### config.mk
export PLATFORM = sky130hd
export DESIGN_NAME = uart_program_loader
export DESIGN_NICKNAME = d
export VERILOG_FILES = /design/src/rtl/loader_pkg.sv /design/src/rtl/uart_program_loader.sv
export SDC_FILE = /design/constraint.sdc
export NUM_CORES = 1
export LEC_CHECK = 0
export ABC_AREA = 1
export ABC_CLOCK_PERIOD_IN_PS = 9300
export BUFFER_PORTS_ARGS = -buffer_cell sky130_fd_sc_hd__buf_2
export CORE_AREA = 2 2 177 179
export CTS_BUF_LIST = sky130_fd_sc_hd__clkbuf_2 sky130_fd_sc_hd__clkbuf_4 sky130_fd_sc_hd__clkbuf_8
export DETAILED_ROUTE_END_ITERATION = 10
export DIE_AREA = 0 0 179 181
export PLACE_DENSITY = 0.59
export RECOVER_POWER = 100
export SLEW_MARGIN = 40
export SYNTH_ARGS = -nofsm -noshare
export SYNTH_HDL_FRONTEND = slang
export SYNTH_SLANG_ARGS = --single-unit
### constraint.sdc
create_clock -name i_clk -period 9.3 [get_ports i_clk]
set_clock_uncertainty 0.15 [all_clocks]
set_input_delay 1.86 -clock i_clk [delete_from_list [all_inputs] [get_ports i_clk]]
set_output_delay 1.86 -clock i_clk [all_outputs]
set_load 0.005 [all_outputs]
### src/rtl/loader_pkg.sv
// Shared types and byte codes for the UART boot loader: FSM states, command and status bytes.
// Pure declarations; the status helper is combinational.
package loader_pkg;

  typedef enum logic [2:0] {IDLE, CMD, ADDR, COUNT, DATA, CSUM, RESP} state_e;

  localparam logic [7:0] CMD_WRITE    = 8'h01;
  localparam logic [7:0] CMD_RUN      = 8'h02;
  localparam logic [7:0] CMD_HOLD     = 8'h03;
  localparam logic [7:0] RSP_OK       = 8'h4B;
  localparam logic [7:0] RSP_CSUM     = 8'h45;
  localparam logic [7:0] RSP_UNKNOWN  = 8'h3F;
  localparam logic [7:0] SYNC_DEFAULT = 8'hA5;

  // A checksum error outranks an unknown command.
  function automatic logic [7:0] resp_status(input logic csum_ok, input logic [7:0] cmd);
    if (!csum_ok) return RSP_CSUM;
    if (cmd == CMD_WRITE || cmd == CMD_RUN || cmd == CMD_HOLD) return RSP_OK;
    return RSP_UNKNOWN;
  endfunction

endpackage

### src/rtl/uart_program_loader.sv
// Frame parser from the rx byte stream into the instr-mem write port; one status byte per frame.
// Write strobe one cycle after a word's last byte; rx stalls only while the status byte awaits i_tx_ready.
module uart_program_loader
  import loader_pkg::*;
#(
  parameter int unsigned TIMEOUT_CYCLES = 1_000_000,
  parameter logic [7:0]  SYNC_BYTE      = SYNC_DEFAULT
) (
  input  logic        i_clk,
  input  logic        i_rst,
  input  logic [7:0]  i_rx_data,
  input  logic        i_rx_valid,
  output logic        o_rx_ready,
  output logic [7:0]  o_tx_data,
  output logic        o_tx_valid,
  input  logic        i_tx_ready,
  output logic        o_mem_en,
  output logic [3:0]  o_mem_we,
  output logic [31:0] o_mem_addr,
  output logic [31:0] o_mem_wrdata,
  output logic        o_cpu_rst
);

  localparam int TW = $clog2(TIMEOUT_CYCLES + 1);

  state_e        state_q, state_d;
  logic [7:0]    cmd_q, cmd_d;
  logic [31:0]   shift_q, shift_d;
  logic [1:0]    bcnt_q, bcnt_d;
  logic [15:0]   wcnt_q, wcnt_d;
  logic [15:0]   count_q, count_d;
  logic [31:0]   addr_q, addr_d;
  logic [7:0]    csum_q, csum_d;
  logic [TW-1:0] to_q, to_d;
  logic          rx_ready_q, rx_ready_d;
  logic          tx_valid_q, tx_valid_d;
  logic [7:0]    tx_data_q, tx_data_d;
  logic          mem_en_q, mem_en_d;
  logic [3:0]    mem_we_q, mem_we_d;
  logic [31:0]   mem_addr_q, mem_addr_d;
  logic [31:0]   mem_wrdata_q, mem_wrdata_d;
  logic          cpu_rst_q, cpu_rst_d;

  logic          accept;
  logic [7:0]    csum_sum;
  logic [31:0]   shift_nx;
  logic [7:0]    status;

  always_ff @(posedge i_clk or posedge i_rst) begin
    if (i_rst) begin
      state_q      <= IDLE;
      cmd_q        <= '0;
      shift_q      <= '0;
      bcnt_q       <= '0;
      wcnt_q       <= '0;
      count_q      <= '0;
      addr_q       <= '0;
      csum_q       <= '0;
      to_q         <= '0;
      rx_ready_q   <= 1'b0;
      tx_valid_q   <= 1'b0;
      tx_data_q    <= '0;
      mem_en_q     <= 1'b0;
      mem_we_q     <= '0;
      mem_addr_q   <= '0;
      mem_wrdata_q <= '0;
      cpu_rst_q    <= 1'b1;
    end else begin
      state_q      <= state_d;
      cmd_q        <= cmd_d;
      shift_q      <= shift_d;
      bcnt_q       <= bcnt_d;
      wcnt_q       <= wcnt_d;
      count_q      <= count_d;
      addr_q       <= addr_d;
      csum_q       <= csum_d;
      to_q         <= to_d;
      rx_ready_q   <= rx_ready_d;
      tx_valid_q   <= tx_valid_d;
      tx_data_q    <= tx_data_d;
      mem_en_q     <= mem_en_d;
      mem_we_q     <= mem_we_d;
      mem_addr_q   <= mem_addr_d;
      mem_wrdata_q <= mem_wrdata_d;
      cpu_rst_q    <= cpu_rst_d;
    end
  end

  always_comb begin
    state_d      = state_q;
    cmd_d        = cmd_q;
    shift_d      = shift_q;
    bcnt_d       = bcnt_q;
    wcnt_d       = wcnt_q;
    count_d      = count_q;
    addr_d       = addr_q;
    csum_d       = csum_q;
    tx_valid_d   = tx_valid_q;
    tx_data_d    = tx_data_q;
    mem_en_d     = 1'b0;
    mem_we_d     = 4'h0;
    mem_addr_d   = mem_addr_q;
    mem_wrdata_d = mem_wrdata_q;
    cpu_rst_d    = cpu_rst_q;

    accept   = i_rx_valid && rx_ready_q;
    csum_sum = csum_q + i_rx_data;
    shift_nx = {i_rx_data, shift_q[31:8]};
    status   = resp_status(csum_sum == 8'h00, cmd_q);
    to_d     = (state_q == IDLE || state_q == RESP || accept) ? '0 : to_q + 1'b1;

    case (state_q)
      IDLE: if (accept && i_rx_data == SYNC_BYTE) begin
        state_d = CMD;
        csum_d  = '0;
        bcnt_d  = '0;
        wcnt_d  = '0;
      end
      CMD: if (accept) begin
        cmd_d   = i_rx_data;
        csum_d  = csum_sum;
        state_d = ADDR;
      end
      ADDR: if (accept) begin
        shift_d = shift_nx;
        csum_d  = csum_sum;
        bcnt_d  = bcnt_q + 2'd1;
        if (bcnt_q == 2'd3) begin
          addr_d  = {shift_nx[31:2], 2'b00};
          state_d = COUNT;
        end
      end
      COUNT: if (accept) begin
        shift_d = shift_nx;
        csum_d  = csum_sum;
        bcnt_d  = bcnt_q + 2'd1;
        if (bcnt_q == 2'd1) begin
          count_d = shift_nx[31:16];
          bcnt_d  = '0;
          state_d = (shift_nx[31:16] != 16'd0) ? DATA : CSUM;
        end
      end
      DATA: if (accept) begin
        shift_d = shift_nx;
        csum_d  = csum_sum;
        bcnt_d  = bcnt_q + 2'd1;
        if (bcnt_q == 2'd3) begin
          wcnt_d = wcnt_q + 16'd1;
          if (cmd_q == CMD_WRITE) begin
            mem_en_d     = 1'b1;
            mem_we_d     = 4'hF;
            mem_addr_d   = addr_q;
            mem_wrdata_d = shift_nx;
            addr_d       = addr_q + 32'd4;
          end
          if (wcnt_q + 16'd1 == count_q) state_d = CSUM;
        end
      end
      CSUM: if (accept) begin
        tx_data_d  = status;
        tx_valid_d = 1'b1;
        state_d    = RESP;
        if (status == RSP_OK && cmd_q == CMD_RUN)  cpu_rst_d = 1'b0;
        if (status == RSP_OK && cmd_q == CMD_HOLD) cpu_rst_d = 1'b1;
      end
      RESP: if (i_tx_ready) begin
        tx_valid_d = 1'b0;
        state_d    = IDLE;
      end
      default: state_d = IDLE;
    endcase

    // Abandon a stalled frame silently; partial writes already issued stand.
    if (state_q != IDLE && state_q != RESP && !accept && to_q == TW'(TIMEOUT_CYCLES - 1))
      state_d = IDLE;

    rx_ready_d = (state_d != RESP);
  end

  assign o_rx_ready   = rx_ready_q;
  assign o_tx_valid   = tx_valid_q;
  assign o_tx_data    = tx_data_q;
  assign o_mem_en     = mem_en_q;
  assign o_mem_we     = mem_we_q;
  assign o_mem_addr   = mem_addr_q;
  assign o_mem_wrdata = mem_wrdata_q;
  assign o_cpu_rst    = cpu_rst_q;

endmodule
== After elaboration in Yosys (flattened, before gate mapping) ==
Cells that the tools add are included.
Storage, ports and cells
  output and inout bits: 80
  register bits after elaboration: 217
  ROM bits: 0
  logic and storage cells: 138
  memories: 0
  memory bits (writable): 0
  input port bits: 12
  latch bits: 0
Operators by class
  order comparisons: 0
  add/subtract/negate cells: 5
  $mul: 0
  shifts and indexed selects: 0
  reductions and logical operators: 36
  equality and inequality tests: 28
  bitwise operators: 0
  div/mod/pow operators: 0
  muxes and demuxes: 52
Operators by type and width (number)
  2-to-1 mux 32 bit: 5
  one-hot mux 32 bit (2 select lines): 1
  2-to-1 mux 16 bit: 3
  2-to-1 mux 8 bit: 6
  2-to-1 mux 3 bit: 12
  adder 32 x 3 -> 32 bit, second input constant: 1
  one-hot mux 16 bit (2 select lines): 1
  one-hot mux 3 bit (7 select lines): 1
  adder 20 x 1 -> 20 bit, second input constant: 1
  equality test 20 bit, second input constant: 1
  2-to-1 mux 20 bit: 1
  adder 16 x 1 -> 16 bit, second input constant: 1
  equality test 16 bit: 1
  equality test 8 x 2 -> 1 bit, second input constant: 2
  2-to-1 mux 4 bit: 4
  inequality test 2 bit, second input constant: 8
  one-hot mux 8 bit (2 select lines): 1
  nonzero test 16 bit: 1
  AND reduction 3 bit: 4
  AND reduction 4 bit: 3
  2-to-1 mux 1 bit: 11
  nonzero test 2 bit: 5
  equality test 3 bit, second input constant: 3
  adder 8 bit: 1
  24 further kinds: 43

== Longest topological paths before layout ==
  depth in word-level cells: 11
  gate-level depth with buffers: 15
  depth with buffers taken out: 15

== Worst setup path after synthesis ==
No wires, ideal clock.
  kind: input-to-reg
  from: input i_rx_data[0]
  to: register tx_data_q[2] (netlist: o_tx_data[2])
  required time: 9.031 ns
  library setup time: 0.119 ns
  buffers on the path: 0
  slack: 5.713 ns
  arrival: 3.318 ns
  stages: 10
  cells stage by stage: ha_1 fa_1 xnor2_1 nand3_1 nor2_1 nand3_1 nor2_1 nand3_1 o22ai_1 inv_1
Between the ends
  longest elaborated chain between the ends: 3
Ends and longest elaborated chain
  start, declared: RTL line uart_program_loader.sv:11  | input logic [7:0] i_rx_data,
  adder 8 bit: RTL line uart_program_loader.sv:107  | csum_sum = csum_q + i_rx_data;
  logical NOT 8 bit: RTL line uart_program_loader.sv:109  | status = resp_status(csum_sum == 8'h00, cmd_q);
  2-to-1 mux 8 bit: RTL line loader_pkg.sv:18  | if (cmd == CMD_WRITE || cmd == CMD_RUN || cmd == CMD_HOLD) return RSP_OK;
  end signal, assigned: RTL line uart_program_loader.sv:80  | tx_data_q <= tx_data_d;
  end, declared: RTL line uart_program_loader.sv:37  | logic [7:0] tx_data_q, tx_data_d;
Every way passes these cells.
A chain may end at the register's enable or synchronous reset.

== Worst setup path in the final report ==
  from: input i_rx_valid
  to: register addr_q[23]
Between the ends
  longest elaborated chain between the ends: 3
  elaborated cells on any way between the ends: 4
  classes of those cells: eq/ne: 2; reduce/logical: 2
Ends and longest elaborated chain
  start, declared: RTL line uart_program_loader.sv:12  | input logic i_rx_valid,
  logical AND 1 bit (*): RTL line uart_program_loader.sv:106  | accept = i_rx_valid && rx_ready_q;
  inequality test 2 bit (no line)
  AND reduction 6 bit (no line) (*)
  end signal, assigned: RTL line uart_program_loader.sv:75  | addr_q <= addr_d;
  end, declared: RTL line uart_program_loader.sv:32  | logic [31:0] addr_q, addr_d;
Every way passes the cells marked *; elsewhere a longest branch is shown, timed or not.

==> impl_metrics.ini <==
[status]
status = finished with violations
violations = max-capacitance violations, max-slew violations

[cts]
cts-root-to-sink-buffers = 2
cts.root.buffer_cell = clkbuf_8
post-cts-setup-buffers = 0
clkSlewWorstSetupHoldPaths_ns = 0.13
clock_tree_from_tritoncts = done
post_cts_resized = 0
tritoncts.num_buffers = 17
clkSinkCount = 198
clk-insertion-delay-late_ns = 0.51
cts-hold-fix-buffers = 0
cts_htree_levels = 4

[timing]
worst_hold_slack_ns = 0.321
fin_crit_ns = 6.05
timing.setup.tns_ns = 0
max_clock_freq_ghz = 0.165
final_period_util_pct = 65.1
max_slew_margin_pct = -140
rsz0062_at_grt = false
worst-slew-pin-transition_ns = 3.60
report.final.setup_viol = 0
finalHoldViolCount = 0
slew_viol_final = 68

[grt]
antenna_found_initial = 1
grt_overflow_total = 0
first_global_vias = 7801
wire_length_of_the_first_global_routing_pass_microns = 41900
grt_max_degree = 133
grt_use_total_pct = 16.3

[placement]
gpl_wtd_cong = 0.875
port_buffers = 88
hpwlAfterDp_microns = 18600

[detailed_routing]
wire_per_inst_microns = 15.2
ant_nets = 0
detail_route.first_pass.iterations = 5
post_drt_via_cell_ratio = 4.93
via_count = 8323
drc = 0
wl_microns = 25700
drt_first_iter_violations = 541

[pwr]
power_density_nw_per_um2 = 233
static-leakage-power_nw = 5.21
vdd_ir_drop_max_mv = 0.103

[die]
placementRows = 64
core_sq_um = 30300
dieArea_sq_um = 32400
initial_core_util_pct = 32.7
dieWidth_microns = 179
top_level_ports = 92
die-height_microns = 181

[yosys]
yosys_warnings = 0
synth_top_cell_area_share_pct = 49.7
avgSynthCellArea_sq_um = 8.18
synth_enable_flop_cells = 0
post-synth-top-count-cell = nand2_1
mapped_cells = 1212
synth_common_cells = nand2_1 (302), dfrtp_1 (197), inv_1 (142)
ys_seq_elements = 198
synth_top_cell_by_area = dfrtp_1
netlist-cell-type-count = 48
synth_sequential_area_ratio_pct = 50.0
synth.cell_area_sq_um = 9920
post_synth_main_area_contributors = dfrtp_1 (50%), nand2_1 (11%), inv_1 (5.4%), o21ai_0 (5.0%), o21ai_1 (3.9%)
synth-async-reset-ratio_pct = 100
postSynth.topFlopCell = dfrtp_1

[critical_path]
path_max_fanout = 43
crit_path_frequent_cell = nor2_1
crit_slowest_cell = clkinvlp_2
endpoint_type_of_the_worst_setup_path = flip-flop
cp_data_arrival_time_ns = 6.26
required_ns = 9.51
max_stage_delay_ns = 1.65
critical_path.cell_chain = clkbuf_1 > nand2_1 > nor2_1 > nand2_1 > nor2_1 > nor2_1 > clkinvlp_2 > o211ai_1 > o21ai_0
crit_path_start_kind = input port
critical_path_class = input port to flip-flop

[cells_and_area]
fillers = 3102
layout.core_utilization_pct = 35.9
final_nets = 1305
footprint_of_the_multi_input_gates_sq_um = 4050
synthesis_to_layout_area_growth_pct = 10.0
regArea_sq_um = 4960
drive_above_1_share_pct = 8.36

[worst_hold_path]
hold_class = flip-flop to flip-flop

[flow_run]
cap_viol_max_count = 2
layout by cell type, fill, tap and decap left out, types with 13 or more instances in the layout:
cell,n
a21oi_1,36
buf_2,35
clkbuf_1,53
clkbuf_8,17
dfrtp_1,197
ha_1,13
inv_1,142
nand2_1,303
nand3_1,62
nand4_1,23
nor2_1,68
nor3_1,23
nor4_1,14
o21ai_0,172
o22ai_1,14
xor2_1,15
where the power goes:
part	internal, mW	leakage, nW	total, mW	switching, mW
sequential	1.03	2.52	1.18	0.151
combinational	0.241	2.49	0.774	0.534
clock	0.213	0.211	0.591	0.379
cell type report:
cell class,instances,area share (%)
Sequential cell,198,45.4
Tap cell,396,4.54
Clock buffer,17,2.14
Clock inverter,15,1.83
Antenna cell,1,0.0229
Timing Repair Buffer,91,3.60
Multi-Input combinational cell,821,37.1
Inverter,150,5.32
worst paths after layout:
check                           cells past startpoint                      to  slack (ns)                  from
min in group asynchronous                           2   csum_q[4]$_DFFE_PP0P_        1.38                 i_rst
worst min-delay path                                1       to_q[0]$_DFF_PP0_        0.32     to_q[0]$_DFF_PP0_
worst max-delay path                                9  addr_q[23]$_DFFE_PP0P_        3.25            i_rx_valid
max in group asynchronous                           3  count_q[8]$_DFFE_PP0P_        3.71                 i_rst
worst min register to register                      1       to_q[0]$_DFF_PP0_        0.32     to_q[0]$_DFF_PP0_
worst max register to register                      8  addr_q[23]$_DFFE_PP0P_        3.76  state_q[2]$_DFF_PP0_
registers in the layout, indices dropped and copies added, names as in the netlist:
name,count
state_q,3
o_mem_wrdata,32
to_q,20
csum_q,8
o_cpu_rst,1
wcnt_q,16
cmd_q,8
shift_q,24
bcnt_q,2
count_q,16
o_mem_we,1
o_mem_addr,30
addr_q,30
o_tx_data,5
o_tx_valid,1
o_rx_ready,1
through the flow:
| stage | total power [mW] | cell area, sq um | worst slack, ns | instances |
|---|---|---|---|---|
| after global placement | 1.97 | 10600 | 5.15 | 1655 |
| after CTS | 2.59 | 11100 | 5.74 | 1688 |
| after detailed placement | 1.99 | 10600 | 5.21 | 1656 |
| after floorplan | 1.75 | 9920 | 1.89 | 1214 |
| final | 2.55 | 10900 | 3.25 | 1689 |
| after global routing | 2.73 | 10900 | 2.85 | 1688 |
critical path, delay by kind of cell:
family	cells	cell delay (ns)
AOI/OAI and AO/OA	2	0.66
and+or+nand+nor	5	1.98
buffers and inverters	2	1.75
kinds of logic after synthesis:
kind of cell / after synthesis / share of synthesized area (%)
other: 1 / 0.0378
adders and majority gates: 14 / 1.84
and+or+nand+nor: 526 / 23.5
AOI/OAI and AO/OA: 259 / 14.4
buffers and inverters: 195 / 8.62
xor gates and xnor gates: 19 / 1.68
DFF: 198 / 50.0
per-layer routing:
layer	routed length, microns	vias up	track usage [%]
li1	-	4111	-
met3	1390	30	3.85
met2	11700	169	25.1
met4	488	0	4.98
met1	12200	4013	22.8
met5	0	-	0
Note: power is estimated with default switching activity, not from simulation.
